## config.mk

```make
export PLATFORM = sky130hd
export DESIGN_NAME = ram_sync_param
export DESIGN_NICKNAME = d
export VERILOG_FILES = /design/src/rtl/ram_sync_param.sv
export SDC_FILE = /design/constraint.sdc
export NUM_CORES = 1
export LEC_CHECK = 0
export CAP_MARGIN = 5
export CORE_UTILIZATION = 60
export CTS_CLUSTER_DIAMETER = 50
export DETAILED_ROUTE_END_ITERATION = 7
export HOLD_SLACK_MARGIN = 0.03
export PLACE_DENSITY_LB_ADDON = 0.15
export SLEW_MARGIN = 20
export SYNTH_ARGS = -nofsm -noshare
export SYNTH_HDL_FRONTEND = slang
export SYNTH_SLANG_ARGS = --single-unit
```

## constraint.sdc

```tcl
create_clock -name clk -period 3.9 [get_ports clk]
set_clock_uncertainty 0.15 [all_clocks]
set_input_delay 0.78 -clock clk [delete_from_list [all_inputs] [get_ports clk]]
set_output_delay 0.78 -clock clk [all_outputs]
set_load 0.005 [all_outputs]
```

## src/rtl/ram_sync_param.sv

```systemverilog
// Parametrised single-port synchronous RAM with registered read data,
// read-valid and out-of-range error strobes, and an optional zeroing
// sweep after reset during which requests are ignored.
module ram_sync_param #(
  parameter int DATA_W         = 8,
  parameter int ADDR_W         = 4,
  parameter int DEPTH          = 16,
  parameter int CLEAR_ON_RESET = 1
) (
  input  logic              clk,
  input  logic              rst,
  input  logic              req,
  input  logic              wr_en,
  input  logic [ADDR_W-1:0] addr,
  input  logic [DATA_W-1:0] din,
  output logic [DATA_W-1:0] dout,
  output logic              dout_valid,
  output logic              err,
  output logic              busy
);

  typedef enum logic {INIT, READY} state_t;

  // One extra bit so DEPTH == 2**ADDR_W still compares correctly.
  localparam logic [ADDR_W:0]   DEPTH_EXT   = (ADDR_W + 1)'(DEPTH);
  localparam logic [ADDR_W-1:0] LAST_ADDR   = ADDR_W'(DEPTH - 1);
  localparam state_t            RESET_STATE = (CLEAR_ON_RESET != 0) ? INIT : READY;

  state_t            state, state_next;
  logic [ADDR_W-1:0] cnt, cnt_next;
  logic              sweep_we;
  logic              accept;
  logic              in_range;

  logic [DATA_W-1:0] mem [DEPTH];

  assign in_range = {1'b0, addr} < DEPTH_EXT;
  assign accept   = req & ~busy;

  // Next-state logic: the sweep walks cnt from 0 to DEPTH-1, then settles in READY.
  always_comb begin
    state_next = state;
    cnt_next   = cnt;
    busy       = 1'b0;
    sweep_we   = 1'b0;
    case (state)
      INIT: begin
        busy     = 1'b1;
        sweep_we = 1'b1;
        if (cnt == LAST_ADDR) begin
          state_next = READY;
        end else begin
          cnt_next = cnt + 1'b1;
        end
      end
      READY: begin
        state_next = READY;
      end
      default: begin
        state_next = RESET_STATE;
      end
    endcase
  end

  // State register and sweep counter; reset restarts any sweep from word 0.
  always_ff @(posedge clk or negedge rst) begin
    if (!rst) begin
      state <= RESET_STATE;
      cnt   <= '0;
    end else begin
      state <= state_next;
      cnt   <= cnt_next;
    end
  end

  // Storage array is never reset; it is written by the sweep or by in-range writes.
  always_ff @(posedge clk) begin
    if (sweep_we) begin
      mem[cnt] <= '0;
    end else if (accept && wr_en && in_range) begin
      mem[addr] <= din;
    end
  end

  // Registered read port and status strobes; out-of-range reads return zero.
  always_ff @(posedge clk or negedge rst) begin
    if (!rst) begin
      dout       <= '0;
      dout_valid <= 1'b0;
      err        <= 1'b0;
    end else begin
      dout_valid <= accept & ~wr_en;
      err        <= accept & ~in_range;
      if (accept && !wr_en) begin
        dout <= in_range ? mem[addr] : '0;
      end
    end
  end

endmodule

```

Word-level counts from Yosys, hierarchy flattened
Memories as Yosys holds them, arrays and structs flattened. A register that Yosys moved wholly into a read port is not among the register bits. Index checks and enable logic that the tools add are counted.

Memories kept: 1. Input port bits: 16. Output and inout bits: 11. Flip-flop bits (word level): 6. Bits in writable memories: 128.

Mux-type cells: 9. Eq/ne operators: 1. Add/sub/neg operators: 1. Reduce and logical (&&, ||, !) cells: 6. Bitwise gates (word level): 5.

Memories: mem (depth 16, bits a word 8, rd ports 1, clocked after memory_dff 1, wr ports 1, RTL line 35) `logic [DATA_W-1:0] mem [DEPTH];`.

Operator list (count): $mux W8 (1); $reduce_or A8 Y1 (1); $mux W1 (6); $add A4 B1 Y4 const B (1); $eq A4 B4 Y1 const B (1); $mux W4 (1); $not A1 Y1 (3); $and A1 B1 Y1 (2); $logic_and A1 B1 Y1 (2); $logic_not A1 Y1 (2); $pmux W1 S2 (1); $reduce_and A2 Y1 (1).

Depth between registers and ports, before layout
Gate-level depths: netlist of run 1.

Word-level depth: 7. Mapped depth: 7. Gate-level depth less buffers: 4.

Least setup slack after synthesis of run 1
OpenSTA, ideal clock, no wires.

Path kind: input-to-reg. Start: in req. End: mem mem[0][0] (enable). Setup time: 0.370 ns. Stages on the path: 5. Path slack: 1.545 ns. Data arrival time: 1.835 ns. Data required time: 3.380 ns. Cells stage by stage: and3_1 -> buf_2 -> clkbuf_1 -> a31oi_1 -> nor2_1.

Cells in the longest elaborated chain, start to end: 7. Elaborated cells on any way between the ends: 8. Classes of those cells: 5 x mux; 1 x bitwise; 2 x reduce/logical.

Ends and longest elaborated chain: start: declaration (RTL line 12) `input logic req,`; $and A1 B1 Y1 * (RTL line 38) `assign accept = req & ~busy;`; $logic_and A1 B1 Y1 * (RTL line 80) `end else if (accept && wr_en && in_range) begin`; $mux W1 * (RTL line 80); $mux W1 * (RTL line 78) `if (sweep_we) begin`; $mux W1 (implied by the code) * (RTL line 81) `mem[addr] <= din;`; $reduce_or A8 Y1 (no line); $mux W4 (no line) / $mux W1 (equally long branches); end: declaration (RTL line 35).

Mark *: on every way between the ends. The rest lies on a longest branch, timed or not.

Worst setup path after layout of run 1
Start: in req. End: mem mem[14][4] (enable).

The elaborated chain is that of the path after synthesis.

==> results.json, run 1 <==
{
  "grt_max_degree": 20,
  "rows": 35,
  "p_leak_nw": 2.496,
  "mostFrequentLayoutCells": "128 x edfxtp_1, 24 x clkdlybuf4s50_1, 23 x mux4_2",
  "grt_pass1_wl_mm": 17.35,
  "grt_use_met1_pct": 35.08,
  "startpoint": "req",
  "grtUsageMet2_pct": 37.77,
  "start_util_pct": 61.74,
  "clockBufferDepth": 2,
  "setup_tns_ns": 0,
  "fmax_ghz": 0.3388,
  "hp-class": "register to register",
  "yosysWarnings": 0,
  "ir_drop_uv": 261.6,
  "run_status": "completed",
  "die_h_um": 99.28,
  "dieArea_um2": 9857,
  "gp_congestion": 0.8510,
  "hold_viol_final": 0,
  "drv_cap": 0,
  "netlist_instances": 290,
  "drc_errors": 0,
  "hpwl_mm": 6.922,
  "rsz0062_at_grt": "no",
  "clkLatencyLatePin_ns": 0.51,
  "crit_type": "input port to register",
  "overflow": 0,
  "io_buffers": 25,
  "grt_usage_pct": 25.83,
  "fin_crit_ns": 2.951,
  "core-area_um2": 9196,
  "end_kind": "register",
  "syn_nets": 307,
  "ys_seq_area_share_pct": 73.87,
  "critical_path_arrival_ns": 2.94,
  "dpl_cell_area_um2": 6023,
  "avgSynthCellArea_um2": 19.58,
  "finalMaxSlewViolations": 0,
  "busiest_layer": "met2",
  "avgRoutedWirePerCell_um": 25.08,
  "antenna_found_initial": 0,
  "crit_required_ns": 3.89,
  "worstReg2RegStart": "state$_DFF_PN0_",
  "synth_seq_cells": 142,
  "drt_wl_total_mm": 11.39,
  "clk_transition_reported_paths_ns": 0.06,
  "synth_cell_types": 37,
  "cts_tree": "done",
  "area_delta_synth_final_pct": 16.37,
  "final_nets": 347,
  "grt_pass1_vias": 2946,
  "grt_util_met3_pct": 9.065,
  "drive_gt1_share_pct": 19.53,
  "antenna_cells": 0,
  "final_common_cell": "edfxtp_1",
  "postCtsHoldBufs": 0,
  "synthesis.area_um2": 5678,
  "drtIter0Drc": 187,
  "fin_area_um2": 6608,
  "start_kind": "input port",
  "cts_max_level": 4,
  "via_per_inst": 6.443,
  "clock_sink_count": 142,
  "ant_nets": 0,
  "hold_start": "dout[2]$_DFFE_PN0P_",
  "root_buffer": "clkbuf_8",
  "tightest_slew_ns": 0.9540,
  "via_count": 2925,
  "pwr_density_cell_nw_per_um2": 515.1,
  "ioPinCount": 27,
  "crit_fanout": 16,
  "firstDrtPassIters": 5,
  "post_cts_buffers": 0,
  "numCtsBuffers": 17,
  "setup_viol": 0,
  "layout_worst_path_cycle_share_pct": 75.67,
  "post_cts_resize_count": 0,
  "relSlewSlack_pct": 36.16,
  "die_w_um": 99.28
}
metrics by stage:
step	hold slack [ns]	std cells	power [W]	utilization [%]	setup slack [ns]
6_report	0.3527	454	0.003404	71.85	0.9488
5_1_grt	0.3619	454	0.003496	71.85	0.9026
4_1_cts	0.3521	454	0.003417	71.85	1.005
3_5_place_dp	0.3271	422	0.001856	65.50	0.5440
3_3_place_gp	0.3335	422	0.001853	65.50	0.6184
2_1_floorplan	0.3299	290	0.001794	-	1.545
cells by family after synthesis:
family / count (synthesis) / share of synthesized area (%)
buf+inv: 21 / 2.534
xor+xnor: 3 / 0.4628
compound gates: 21 / 2.732
other cells: 1 / 0.06605
fa+ha+maj: 1 / 0.2203
flops: 142 / 73.87
mux: 49 / 15.73
simple gates: 52 / 4.385
cells in the mapped netlist, drive strengths merged:
master   number  share of area, %
and2          8              0.88
nor3          2              0.18
ha            1              0.22
edfxtp      128                68
or2           1              0.11
nand2         9              0.59
inv           6              0.40
nor2         21               1.4
mux4         30                12
mux2          1              0.20
a211oi        1              0.13
nor2b         2              0.22
xor2          1              0.15
nand3         2              0.18
buf          12               1.9
nand3b        1              0.13
a21oi         1             0.088
xnor2         2              0.31
nor3b         2              0.26
o221ai        6              0.93
and3          2              0.22
mux2i        18               3.2
a32oi         1              0.15
a31oi         5              0.55
nand4         2              0.22
a22oi         3              0.40
conb          1             0.066
dfrtp        14               6.2
clkbuf        3              0.20
o21ai         2              0.18
a2bb2oi       2              0.31
state kept, by name, indices dropped and copies added, names as in the netlist:
name,flops
cnt,4
dout_valid,1
dout,8
state,1
mem,128
worst paths after layout:
path	depth (start not counted)	slack, ns	endpoint
min in group asynchronous	1	0.54	dout[5]$_DFFE_PN0P_
max in group asynchronous	1	2.61	dout[2]$_DFFE_PN0P_
worst min register to register	2	0.35	dout[2]$_DFFE_PN0P_
worst min-delay path	2	0.35	dout[2]$_DFFE_PN0P_
worst max register to register	3	1.26	mem[14][4]$_DFFE_PP_
worst max-delay path	4	0.95	mem[14][4]$_DFFE_PP_
routing by layer:
layer  share of wire [%]  vias to the layer above
met5                   0                        -
met4                 3.7                        0
met3                 7.9                       28
met2                  48                      158
met1                  40                     1482
li1                    -                     1257
worst max-delay path, stage by stage:
cell and delay, ns:
clkdlybuf4s50_1 0.49, and3_1 0.54, a32oi_1 0.30, nor2_1 0.81
layout make-up:
class | count | area (um2)
Clock buffer | 18 | 417.9
Clock inverter | 14 | 166.4
Fill cell | 548 | 2589
Inverter | 6 | 22.52
Multi-Input combinational cell | 127 | 1340
Sequential cell | 142 | 4194
Tap cell | 111 | 138.9
Timing Repair Buffer | 36 | 327.8
report_power, final:
part	internal, W	leakage, nW	switching, W	total (W)
registers	0.00167	1.55	0.00000636	0.00167
clock network	0.000973	0.281	0.000606	0.00158
logic	0.0000696	0.665	0.0000808	0.000150
Power figures use the tool's default switching activity.
==> run 2: changes to the inputs <==
- CORE_UTILIZATION: 60 -> 59
- clock period: 3.9 -> 3.03 ns (I/O delays scaled with it)
==> results.json, run 2 (synthesis results as in run 1) <==
{
  "run_status": "completed",
  "relSlewSlack_pct": 49.43,
  "reg2regPathDepth": 6,
  "via_per_inst": 5.875,
  "layout_worst_path_cycle_share_pct": 75.27,
  "rsz0062_at_grt": "no",
  "comb_power_share_pct": 4.8,
  "top_regs": "mem: 128 flops, dout: 8 flops, cnt: 4 flops",
  "pwr-share-seq_pct": 51.4,
  "avgRoutedWirePerCell_um": 22.51,
  "clock_sink_count": 142,
  "tightest_slew_ns": 0.7558,
  "overflow": 0,
  "crit_type": "register to output port",
  "largest_reg_flops": 128,
  "hpwl_mm": 7.292,
  "p_sw_share_pct": 22.05,
  "pwr_density_cell_nw_per_um2": 624.3,
  "top_register": "mem",
  "n_fill_cell": 586,
  "fmax_ghz": 0.4385,
  "hold_viol_final": 0,
  "finalMaxSlewViolations": 0,
  "critPathMaxStageDelay_ns": 0.49,
  "postCtsHoldBufs": 0,
  "dieArea_um2": 10020,
  "r2r_end": "mem[6][7]$_DFFE_PP_",
  "clkLatencyLatePin_ns": 0.51,
  "gp_congestion": 0.8204,
  "area_delta_synth_final_pct": 18.18,
  "crit_fanout": 7,
  "via_count": 2867,
  "drive_gt1_share_pct": 23.40,
  "finalPower_w": 0.004189,
  "antenna_found_initial": 0,
  "critical_path_arrival_ns": 1.52,
  "io_buffers": 25,
  "hp-class": "input port to async pin",
  "start_util_pct": 61.16,
  "start_kind": "register",
  "drv_cap": 0,
  "crit_path_cell_trace": "inv_1 > clkdlybuf4s50_1",
  "post_cts_resize_count": 0,
  "drc_errors": 0,
  "switching_power_w": 0.0009236,
  "cp_slowest_cell": "clkdlybuf4s50_1",
  "clockBufferDepth": 2,
  "grt_usage_pct": 24.80,
  "cts_max_level": 4,
  "p_leak_nw": 2.552,
  "clk_transition_reported_paths_ns": 0.06,
  "ant_nets": 0,
  "end_kind": "output port",
  "die_h_um": 100.1,
  "cts_tree": "done",
  "final_common_cell": "edfxtp_1",
  "drt_wl_total_mm": 10.99,
  "fin_crit_ns": 2.281,
  "core-area_um2": 9284,
  "p_int_w": 0.003266,
  "drtIter0Drc": 144,
  "mostFrequentLayoutCells": "128 x edfxtp_1, 26 x buf_4, 24 x clkdlybuf4s50_1",
  "die_w_um": 100.1,
  "numCtsBuffers": 17,
  "root_buffer": "clkbuf_8",
  "antenna_cells": 0,
  "reg2reg_slack_ns": 0.93,
  "post_cts_buffers": 0,
  "rows": 35,
  "clkPwrFrac_pct": 43.8,
  "ir_drop_uv": 705.9,
  "grt_pass1_wl_mm": 17.05,
  "setup_tns_ns": 0,
  "worstReg2RegStart": "state$_DFF_PN0_",
  "grt_pass1_vias": 2985,
  "ioPinCount": 27,
  "crit_required_ns": 2.27,
  "grt_max_degree": 20,
  "setup_viol": 0,
  "firstDrtPassIters": 5,
  "final_nets": 363
}
==> run 2: cell count changes in the layout (fill, tap and decap cells not counted) <==
cell	before	now
clkinv_1	2	0
buf_4	11	26
bufinv_16	3	0
clkbuf_1	1	2
clkinvlp_4	2	4
buf_12	0	1
inv_8	0	2
inv_6	2	3
clkinv_2	2	1
==> run 2: layout make-up <==
cell class	instances	area [um2]	share of cell area, %
well taps	129	161.4	2.405
multi-input cells	127	1340	19.97
repair buffers	52	460.4	6.862
clock inverters	13	110.1	1.641
inverters	6	22.52	0.3356
clock buffers	19	421.7	6.284
flip-flops and latches	142	4194	62.50
==> run 2: worst max-delay path by stage <==
stage / start / end / slack (ns) / cells after the start
6_report: state$_DFF_PN0_ / busy / 0.75 / 2
5_1_grt: state$_DFF_PN0_ / busy / 0.68 / 2
4_1_cts: state$_DFF_PN0_ / busy / 0.73 / 2
3_5_place_dp: req / mem[6][2]$_DFFE_PP_ / 0.33 / 7
3_3_place_gp: req / mem[5][0]$_DFFE_PP_ / 0.36 / 7
2_1_floorplan: req / mem[0][0]$_DFFE_PP_ / 0.85 / 5
==> run 2: layer usage <==
layer	wire, um	track usage [%]	share of wire, %
met3	525	6.825	4.8
met4	216	9.142	2.0
met1	4743	33.27	43
met2	5500	39.63	50
met5	0	0	0
==> run 2: per-stage QoR <==
step	cells	hold slack [ns]	area [um2]	util, %	setup slack, ns
after floorplan	290	0.1604	5678	-	0.8486
after global placement	456	0.3439	6178	66.55	0.3601
after detailed placement	456	0.3460	6178	66.55	0.3323
after CTS	488	0.3634	6710	72.28	0.7314
after global routing	488	0.3878	6710	72.28	0.6798
final	488	0.3607	6710	72.28	0.7493
==> run 2: critical path: cells and delay by family, from the launching register on <==
family | cells | cell delay, ns
flops | 1 | 0.45
buf+inv | 2 | 0.57
==> run 2: power groups by stage <==
stage	clock [W]	combinational (W)	sequential, W
floorplan	0	0.000116	0.00219
global placement	0	0.000198	0.00219
detailed placement	0	0.000202	0.00219
CTS	0.00185	0.000203	0.00215
global route	0.00194	0.000217	0.00215
finish	0.00183	0.000201	0.00215
==> run 3: changes to the inputs <==
- clock period: 3.03 -> 2.4 ns (I/O delays scaled with it)
==> results.json, run 3 (synthesis results as in run 1) <==
{
  "avgRoutedWirePerCell_um": 24.21,
  "layout_worst_path_cycle_share_pct": 90.09,
  "drive_gt1_share_pct": 25.54,
  "p_leak_nw": 2.657,
  "pwr_density_cell_nw_per_um2": 821.4,
  "setup_viol": 0,
  "clockBufferDepth": 2,
  "gp_congestion": 0.8328,
  "ant_nets": 0,
  "drtIter0Drc": 202,
  "final_nets": 373,
  "numCtsBuffers": 17,
  "dp_slack_ns": -0.1179,
  "rows": 35,
  "largest_reg_flops": 128,
  "n_fill_cell": 542,
  "rsz0062_at_grt": "no",
  "via_count": 2988,
  "start_kind": "register",
  "wl_met1_mm": 4.620,
  "routed.top_layer": "met4",
  "dieArea_um2": 10020,
  "fmax_ghz": 0.4625,
  "mostFrequentLayoutCells": "128 x edfxtp_1, 32 x buf_4, 24 x clkdlybuf4s50_1",
  "firstDrtPassIters": 4,
  "drv_cap": 0,
  "via_per_inst": 6.012,
  "dr_wl_met3_mm": 1.013,
  "crit_required_ns": 1.77,
  "overflow": 0,
  "clock_sink_count": 142,
  "fin_crit_ns": 2.162,
  "grt_usage_pct": 27.20,
  "relSlewSlack_pct": 53.23,
  "die_w_um": 100.1,
  "run_status": "completed",
  "crit_fanout": 7,
  "clk_transition_reported_paths_ns": 0.06,
  "crit_type": "register to output port",
  "root_buffer": "clkbuf_8",
  "end_kind": "output port",
  "fin_ws_ns": 0.2379,
  "io_buffers": 25,
  "hold_viol_final": 0,
  "drc_errors": 0,
  "post_cts_buffers": 0,
  "drt_wl_total_mm": 12.03,
  "grt_pass1_vias": 3173,
  "hp-class": "input port to async pin",
  "top_register": "mem",
  "die_h_um": 100.1,
  "ir_drop_uv": 494.8,
  "cts_tree": "done",
  "hpwl_mm": 7.457,
  "antenna_found_initial": 0,
  "grt_max_degree": 33,
  "postCtsHoldBufs": 0,
  "critical_path_arrival_ns": 1.53,
  "area_delta_synth_final_pct": 21.73,
  "final_common_cell": "edfxtp_1",
  "core-area_um2": 9284,
  "grt_pass1_wl_mm": 18.58,
  "utilization_pct": 74.45,
  "clkLatencyLatePin_ns": 0.52,
  "regArea_um2": 4194,
  "routed-wl-met2_mm": 5.934,
  "antenna_cells": 0,
  "cts_max_level": 4,
  "post_cts_resize_count": 0,
  "start_util_pct": 61.16,
  "top_regs": "mem: 128 flops, dout: 8 flops, cnt: 4 flops",
  "tightest_slew_ns": 0.6993,
  "setup_tns_ns": 0,
  "finalPower_w": 0.005677,
  "finalMaxSlewViolations": 0,
  "multi_input_area_um2": 1340,
  "ioPinCount": 27
}
## run 3: cell types whose count changed in the layout (fill, tap and decap cells not counted)
cell	before	now
buf_12	1	5
clkbuf_1	2	0
inv_8	2	0
clkinv_1	0	1
bufinv_16	0	4
buf_4	26	32
inv_6	3	1
## run 3: power breakdown
part	leakage, nW	switching [W]	total, W	internal (W)
clock network	0.284	0.000997	0.00268	0.00168
registers	1.55	0.0000127	0.00272	0.00271
logic	0.823	0.000141	0.000276	0.000135
## run 3: stage by stage
stage	instance area (um2)	hold WS, ns	cells
after CTS	6912	0.2410	497
after global routing	6912	0.2813	497
after global placement	6304	0.3431	466
after floorplan	5678	0.03441	290
after detailed placement	6304	0.3495	466
final	6912	0.2380	497
## run 3: path summary, 6_finish.rpt
kind,start,to,slack (ns),cells past startpoint
worst max-delay path,state$_DFF_PN0_,busy,0.24,2
worst min-delay path,rst,dout[5]$_DFFE_PN0P_,0.24,1
worst max register to register,state$_DFF_PN0_,mem[9][4]$_DFFE_PP_,0.31,6
worst min register to register,dout[4]$_DFFE_PN0P_,dout[4]$_DFFE_PN0P_,0.37,2
max in group asynchronous,rst,dout[3]$_DFFE_PN0P_,1.42,1
min in group clk,dout[4]$_DFFE_PN0P_,dout[4]$_DFFE_PN0P_,0.37,2
## run 3: final cells by class
cell class,count,share of cell area (%)
flip-flops and latches,142,60.68
multi-input cells,127,19.39
repair buffers,62,8.472
clock buffers,17,5.992
clock inverters,14,2.806
well taps,129,2.335
inverters,6,0.3259
## run 3: worst max-delay path: stages, from the launching register on
cell             delay (ns)
dfrtp_1                0.45
inv_1                  0.08
clkdlybuf4s50_1        0.49
## run 3: metal layers
| metal | global-route usage [%] | vias up |
|---|---|---|
| met3 | 5.292 | 35 |
| met5 | 0 | - |
| met4 | 13.49 | 0 |
| met1 | 36.79 | 1500 |
| met2 | 43.18 | 149 |
| li1 | - | 1304 |
